File: src/rtl/amo_rmw_unit.sv
// RV32A atomic read-modify-write unit: LR/SC and AMO* sequenced over a single word memory port,
// holding the single-hart LR reservation with snoop, SC and timeout clearing.
module amo_rmw_unit #(
  parameter int ID_W        = 4,
  parameter int RSV_TIMEOUT = 64
) (
  input  logic            clk,
  input  logic            rst_n,
  input  logic            req_valid,
  output logic            req_ready,
  input  logic [4:0]      req_fn5,
  input  logic [31:0]     req_addr,
  input  logic [31:0]     req_rs2,
  input  logic [ID_W-1:0] req_id,
  output logic            mem_req_valid,
  input  logic            mem_req_ready,
  output logic            mem_we,
  output logic [31:0]     mem_addr,
  output logic [31:0]     mem_wdata,
  input  logic            mem_rvalid,
  input  logic [31:0]     mem_rdata,
  input  logic            snoop_valid,
  input  logic [31:0]     snoop_addr,
  output logic            resp_valid,
  input  logic            resp_ready,
  output logic [31:0]     resp_data,
  output logic            resp_err,
  output logic [ID_W-1:0] resp_id,
  output logic            rsv_valid
);

  localparam logic [2:0] S_IDLE    = 3'd0;
  localparam logic [2:0] S_RD_REQ  = 3'd1;
  localparam logic [2:0] S_RD_WAIT = 3'd2;
  localparam logic [2:0] S_WR_REQ  = 3'd3;
  localparam logic [2:0] S_RESP    = 3'd4;

  localparam logic [4:0] FN_ADD  = 5'b00000;
  localparam logic [4:0] FN_SWAP = 5'b00001;
  localparam logic [4:0] FN_LR   = 5'b00010;
  localparam logic [4:0] FN_SC   = 5'b00011;
  localparam logic [4:0] FN_XOR  = 5'b00100;
  localparam logic [4:0] FN_OR   = 5'b01000;
  localparam logic [4:0] FN_AND  = 5'b01100;
  localparam logic [4:0] FN_MIN  = 5'b10000;
  localparam logic [4:0] FN_MAX  = 5'b10100;
  localparam logic [4:0] FN_MINU = 5'b11000;
  localparam logic [4:0] FN_MAXU = 5'b11100;

  localparam int              CNT_W    = $clog2(RSV_TIMEOUT);
  localparam logic [CNT_W-1:0] CNT_LAST = CNT_W'(RSV_TIMEOUT - 1);

  logic [2:0]       state;
  logic [4:0]       op_fn5;
  logic [29:0]      op_word;
  logic [31:0]      op_rs2;
  logic [29:0]      rsv_addr;
  logic [CNT_W-1:0] rsv_cnt;
  logic [31:0]      amo_result;
  logic             fn_ok, req_err, is_sc, sc_ok;
  logic             snoop_hit, lr_set, amo_wr_hit, sc_clear, rsv_timeout;
  logic             unused_ok;

  assign req_ready     = (state == S_IDLE);
  assign mem_req_valid = (state == S_RD_REQ) || (state == S_WR_REQ);
  assign mem_we        = (state == S_WR_REQ);
  assign mem_addr      = {op_word, 2'b00};
  assign resp_valid    = (state == S_RESP);
  assign unused_ok     = ^snoop_addr[1:0];

  always_comb begin
    fn_ok = 1'b0;
    case (req_fn5)
      FN_ADD, FN_SWAP, FN_LR, FN_SC, FN_XOR, FN_OR, FN_AND,
      FN_MIN, FN_MAX, FN_MINU, FN_MAXU: fn_ok = 1'b1;
      default: fn_ok = 1'b0;
    endcase
  end

  assign req_err     = (req_addr[1:0] != 2'b00) || !fn_ok;
  assign is_sc       = (req_fn5 == FN_SC);
  assign snoop_hit   = rsv_valid && snoop_valid && (snoop_addr[31:2] == rsv_addr);
  assign sc_ok       = rsv_valid && (rsv_addr == req_addr[31:2]) && !snoop_hit;
  assign sc_clear    = req_valid && req_ready && !req_err && is_sc;
  assign lr_set      = (state == S_RD_WAIT) && mem_rvalid && (op_fn5 == FN_LR);
  assign amo_wr_hit  = (state == S_WR_REQ) && mem_req_ready && (op_fn5 != FN_SC) &&
                       rsv_valid && (op_word == rsv_addr);
  assign rsv_timeout = rsv_valid && (rsv_cnt == CNT_LAST);

  // Min/max ties keep the old value: the operand is chosen only on a strict win.
  always_comb begin
    amo_result = mem_rdata;
    case (op_fn5)
      FN_SWAP: amo_result = op_rs2;
      FN_ADD:  amo_result = mem_rdata + op_rs2;
      FN_XOR:  amo_result = mem_rdata ^ op_rs2;
      FN_AND:  amo_result = mem_rdata & op_rs2;
      FN_OR:   amo_result = mem_rdata | op_rs2;
      FN_MIN:  amo_result = ($signed(op_rs2) < $signed(mem_rdata)) ? op_rs2 : mem_rdata;
      FN_MAX:  amo_result = ($signed(op_rs2) > $signed(mem_rdata)) ? op_rs2 : mem_rdata;
      FN_MINU: amo_result = (op_rs2 < mem_rdata) ? op_rs2 : mem_rdata;
      FN_MAXU: amo_result = (op_rs2 > mem_rdata) ? op_rs2 : mem_rdata;
      default: amo_result = mem_rdata;
    endcase
  end

  always_ff @(posedge clk or negedge rst_n) begin
    if (!rst_n) begin
      state     <= S_IDLE;
      op_fn5    <= '0;
      op_word   <= '0;
      op_rs2    <= '0;
      mem_wdata <= '0;
      resp_data <= '0;
      resp_err  <= 1'b0;
      resp_id   <= '0;
    end else begin
      case (state)
        S_IDLE: if (req_valid) begin
          op_fn5   <= req_fn5;
          op_word  <= req_addr[31:2];
          op_rs2   <= req_rs2;
          resp_id  <= req_id;
          resp_err <= 1'b0;
          if (req_err) begin
            resp_err  <= 1'b1;
            resp_data <= '0;
            state     <= S_RESP;
          end else if (is_sc) begin
            if (sc_ok) begin
              mem_wdata <= req_rs2;
              resp_data <= '0;
              state     <= S_WR_REQ;
            end else begin
              resp_data <= 32'd1;
              state     <= S_RESP;
            end
          end else begin
            state <= S_RD_REQ;
          end
        end
        S_RD_REQ:  if (mem_req_ready) state <= S_RD_WAIT;
        S_RD_WAIT: if (mem_rvalid) begin
          resp_data <= mem_rdata;
          if (op_fn5 == FN_LR) begin
            state <= S_RESP;
          end else begin
            mem_wdata <= amo_result;
            state     <= S_WR_REQ;
          end
        end
        S_WR_REQ:  if (mem_req_ready) state <= S_RESP;
        S_RESP:    if (resp_ready) state <= S_IDLE;
        default:   state <= S_IDLE;
      endcase
    end
  end

  // LR set has priority: a same-cycle snoop precedes the read data it would invalidate.
  always_ff @(posedge clk or negedge rst_n) begin
    if (!rst_n) begin
      rsv_valid <= 1'b0;
      rsv_addr  <= '0;
      rsv_cnt   <= '0;
    end else if (lr_set) begin
      rsv_valid <= 1'b1;
      rsv_addr  <= op_word;
      rsv_cnt   <= '0;
    end else if (sc_clear || snoop_hit || amo_wr_hit || rsv_timeout) begin
      rsv_valid <= 1'b0;
      rsv_cnt   <= '0;
    end else if (rsv_valid) begin
      rsv_cnt <= rsv_cnt + 1'b1;
    end
  end

endmodule

File: config.mk
export PLATFORM = sky130hd
export DESIGN_NAME = amo_rmw_unit
export DESIGN_NICKNAME = d
export VERILOG_FILES = /design/src/rtl/amo_rmw_unit.sv
export SDC_FILE = /design/constraint.sdc
export NUM_CORES = 1
export LEC_CHECK = 0
export BUFFER_PORTS_ARGS = -buffer_cell sky130_fd_sc_hd__buf_2
export CORE_UTILIZATION = 57
export CTS_CLUSTER_SIZE = 28
export DETAILED_ROUTE_END_ITERATION = 8
export PLACE_DENSITY_LB_ADDON = 0.12
export SLEW_MARGIN = 30
export SYNTH_ARGS = -nofsm -noshare
export SYNTH_HDL_FRONTEND = slang
export SYNTH_SLANG_ARGS = --single-unit
File: constraint.sdc
create_clock -name clk -period 4.2 [get_ports clk]
set_input_delay 0.42 -clock clk [delete_from_list [all_inputs] [get_ports clk]]
set_output_delay 0.42 -clock clk [all_outputs]
set_load 0.005 [all_outputs]
==> flow_summary.yaml <==
outcome:
  outcome: "complete, no violations"
drt:
  wl_per_cell_um: 20.8
  drc: 0
  wl_met3_um: 3270
  viasPerCell: 6.20
  dr.pass1.iters: 8
  drt-met1-wl_um: 17500
  final_antenna_net_count: 0
  drt_wl_total_um: 43400
  top_layer_used: "met4"
  dr_wl_met2_um: 21100
  vias: 12951
  drt_iter0_drc: 935
grt:
  grt_pass1_wl_um: 68200
  grt_overflow: 0
  track_usage: 0.370
  grt_pass1_vias: 12760
  antenna_found_initial: 1
  grt_max_degree: 98
sta:
  setup_tns_ns: 0
  worst_pin_slew_ns: 0.980
  setup-violations-final: 0
  rsz0062_at_grt: "false"
  report.final.slew_viol_count: 0
  slew_headroom: 0.343
  layout_min_cycle_time_ns: 3.83
  max_freq_mhz: 261
  finClkSkew_ns: 0.0152
  hold_violations: 0
  timing.final.crit_share: 0.911
clock_tree:
  htreeDepth: 4
  post_cts_buffers: 0
  cts_resized: 0
  ctsHoldBuffers: 0
  cts_buffers: 17
  clk_latency_ns: 0.45
  clkTransAtPathRegs_ns: 0.08
  tritoncts: "yes"
  clock-sinks: 176
  cts-root-buf: "clkbuf_16"
  cts_buffer_depth: 2
synthesis:
  yosys-top-cells-area: "dfrtp_1 34%, ha_1 9.2%, nand2_1 7.3%"
  ys_warn_count: 0
  synth_area_um2: 13100
  seq_area_frac_synth: 0.335
  async_reset_ff_frac: 1.00
  synthFlopType: "dfrtp_1"
  synth_edf_count: 0
  synth_most_common_cell: "nand2_1"
  yosys-top-cells-count: "254 x nand2_1, 176 x dfrtp_1, 121 x o21ai_0"
  synth_area_leader_cell: "dfrtp_1"
  synth_top_area_frac: 0.335
  synth_cells: 1575
  avgSynthCellArea_um2: 8.34
  ys_seq_elements: 176
  synth.distinct_cells: 77
die:
  die_area_um2: 23700
  initial_core_util: 0.580
  die_y_um: 154
  num_rows: 55
  core_area_um2: 22600
  die_w_um: 154
  io_pins: 250
worst_setup_path:
  r2r-start: "op_rs2[19]"
  end_kind: "flop"
  path_class: "reg -> reg"
  arrival_ns: 4.17
  path_max_fanout: 7
  crit_required_ns: 4.54
  cp-startpoint: "op_rs2[19]"
  critPathLaunchType: "flop"
placed_design:
  place_congestion: 1.00
  port_buffers: 245
  post-dp-hpwl_um: 31600
  dpl_cell_area_um2: 14800
pwr:
  power_mw: 11.3
  p_comb_frac: 0.579
  switching_share: 0.494
  vdd_drop_max_v: 0.000383
  p_leak_nw: 7.46
  p_int_mw: 5.69
  clock_power_share: 0.148
  p_per_area_nw_per_um2: 732
  p_seq_frac: 0.273
  p_sw_mw: 5.56
cells_and_area:
  final_core_util: 0.679
  fin_area_um2: 15400
  nFillCells: 1934
  areaGrowthSynthToFinish_pct: 17.1
  drive_above_1_share: 0.214
  nets: 2032
job:
  cap_violations: 0
worst_hold_path:
  min_path_type: "in -> async"
-- cell type report --
cell class	instances	area, um2	area share
antenna	1	2.50	0.000163
clock buffer	17	425	0.0277
clock inverter	15	185	0.0120
inverter	84	315	0.0205
multi-input combinational	1219	8080	0.525
sequential	176	4410	0.286
tap	285	357	0.0232
timing repair buffer	292	1610	0.105
-- stage by stage --
step                std cells  worst slack (ns)  hold slack [ns]
CTS                      2088             0.468           0.0888
finish                   2089             0.372           0.0565
global route             2088             0.115            0.123
global placement         2056             0.386            0.454
detailed placement       2056             0.358            0.457
floorplan                1576              1.03            0.124
-- cells in the final DEF, fill, tap and decap left out, types with 8 or more instances in the layout --
cell type / n
mux2_2: 30
a222oi_1: 8
inv_1: 84
o211ai_1: 11
nor2_1: 95
a31oi_1: 19
o221ai_1: 9
dfrtp_1: 175
nand4_1: 26
a221oi_1: 14
or3_1: 10
a22oi_1: 13
a211oi_1: 17
xor2_1: 43
nor4_1: 18
and3_1: 10
buf_2: 244
a311oi_1: 11
nand3_1: 23
nand2b_1: 9
a21o_1: 13
xnor2_1: 74
buf_4: 45
ha_1: 97
o31ai_1: 9
a21oi_1: 116
o21bai_1: 12
nor2b_1: 8
o21ai_0: 121
clkbuf_16: 17
a22o_1: 35
nand2_1: 254
nor3_1: 14
-- cell families after synthesis --
group                    Yosys count  synth area share
AND/OR/NAND/NOR                  502             0.174
AO/OA/AOI/OAI                    463             0.234
buffers and inverters            181            0.0538
flip-flops                       176             0.335
XOR/XNOR                         117            0.0780
adder cells (fa/ha/maj)           98            0.0939
multiplexers                      37            0.0311
other                              1          0.000286
-- worst paths after layout --
path                       slack [ns]      endpoint  cells after the start
max in group asynchronous        3.19     op_fn5[2]                      2
max reg2reg                      0.37  mem_wdata[5]                     12
min reg2reg                      0.47    resp_id[2]                      2
min                              0.06  resp_data[4]                      1
max                              0.37  mem_wdata[5]                     12
min in group clk                 0.16    resp_id[1]                      3
-- power groups by stage --
stage,Sequential [mW],Clock [mW],Combinational (mW)
2_1_floorplan,2.90,0,4.22
3_3_place_gp,3.06,0,6.28
3_5_place_dp,3.08,0,6.38
4_1_cts,3.06,1.68,6.42
5_1_grt,3.16,1.73,7.12
6_report,3.07,1.67,6.51
-- critical path: stages, from the launching register on --
cell and delay (ns):
dfrtp_1 0.46, inv_1 0.12, ha_1 0.38, nor4_1 0.62, nand4_1 0.39, o311a_1 0.49
nor2_1 0.12, a211oi_1 0.13, o31ai_4 0.25, buf_4 0.23, o21a_1 0.15, o21ai_0 0.10
a31o_2 0.28
-- state kept, by name, summed over array words and instances (netlist names) --
register and cells:
mem_wdata 32, op_rs2 32, resp_data 32, op_word 30, rsv_addr 30, rsv_cnt 6, op_fn5 5, resp_id 4
state 3, resp_err 1, rsv_valid 1
-- metal layers --
layer,vias up,global-route usage
met5,-,0
met4,0,0.157
met3,110,0.0662
met2,590,0.639
met1,6238,0.453
li1,6013,-
(Power assumes the default switching activity.)
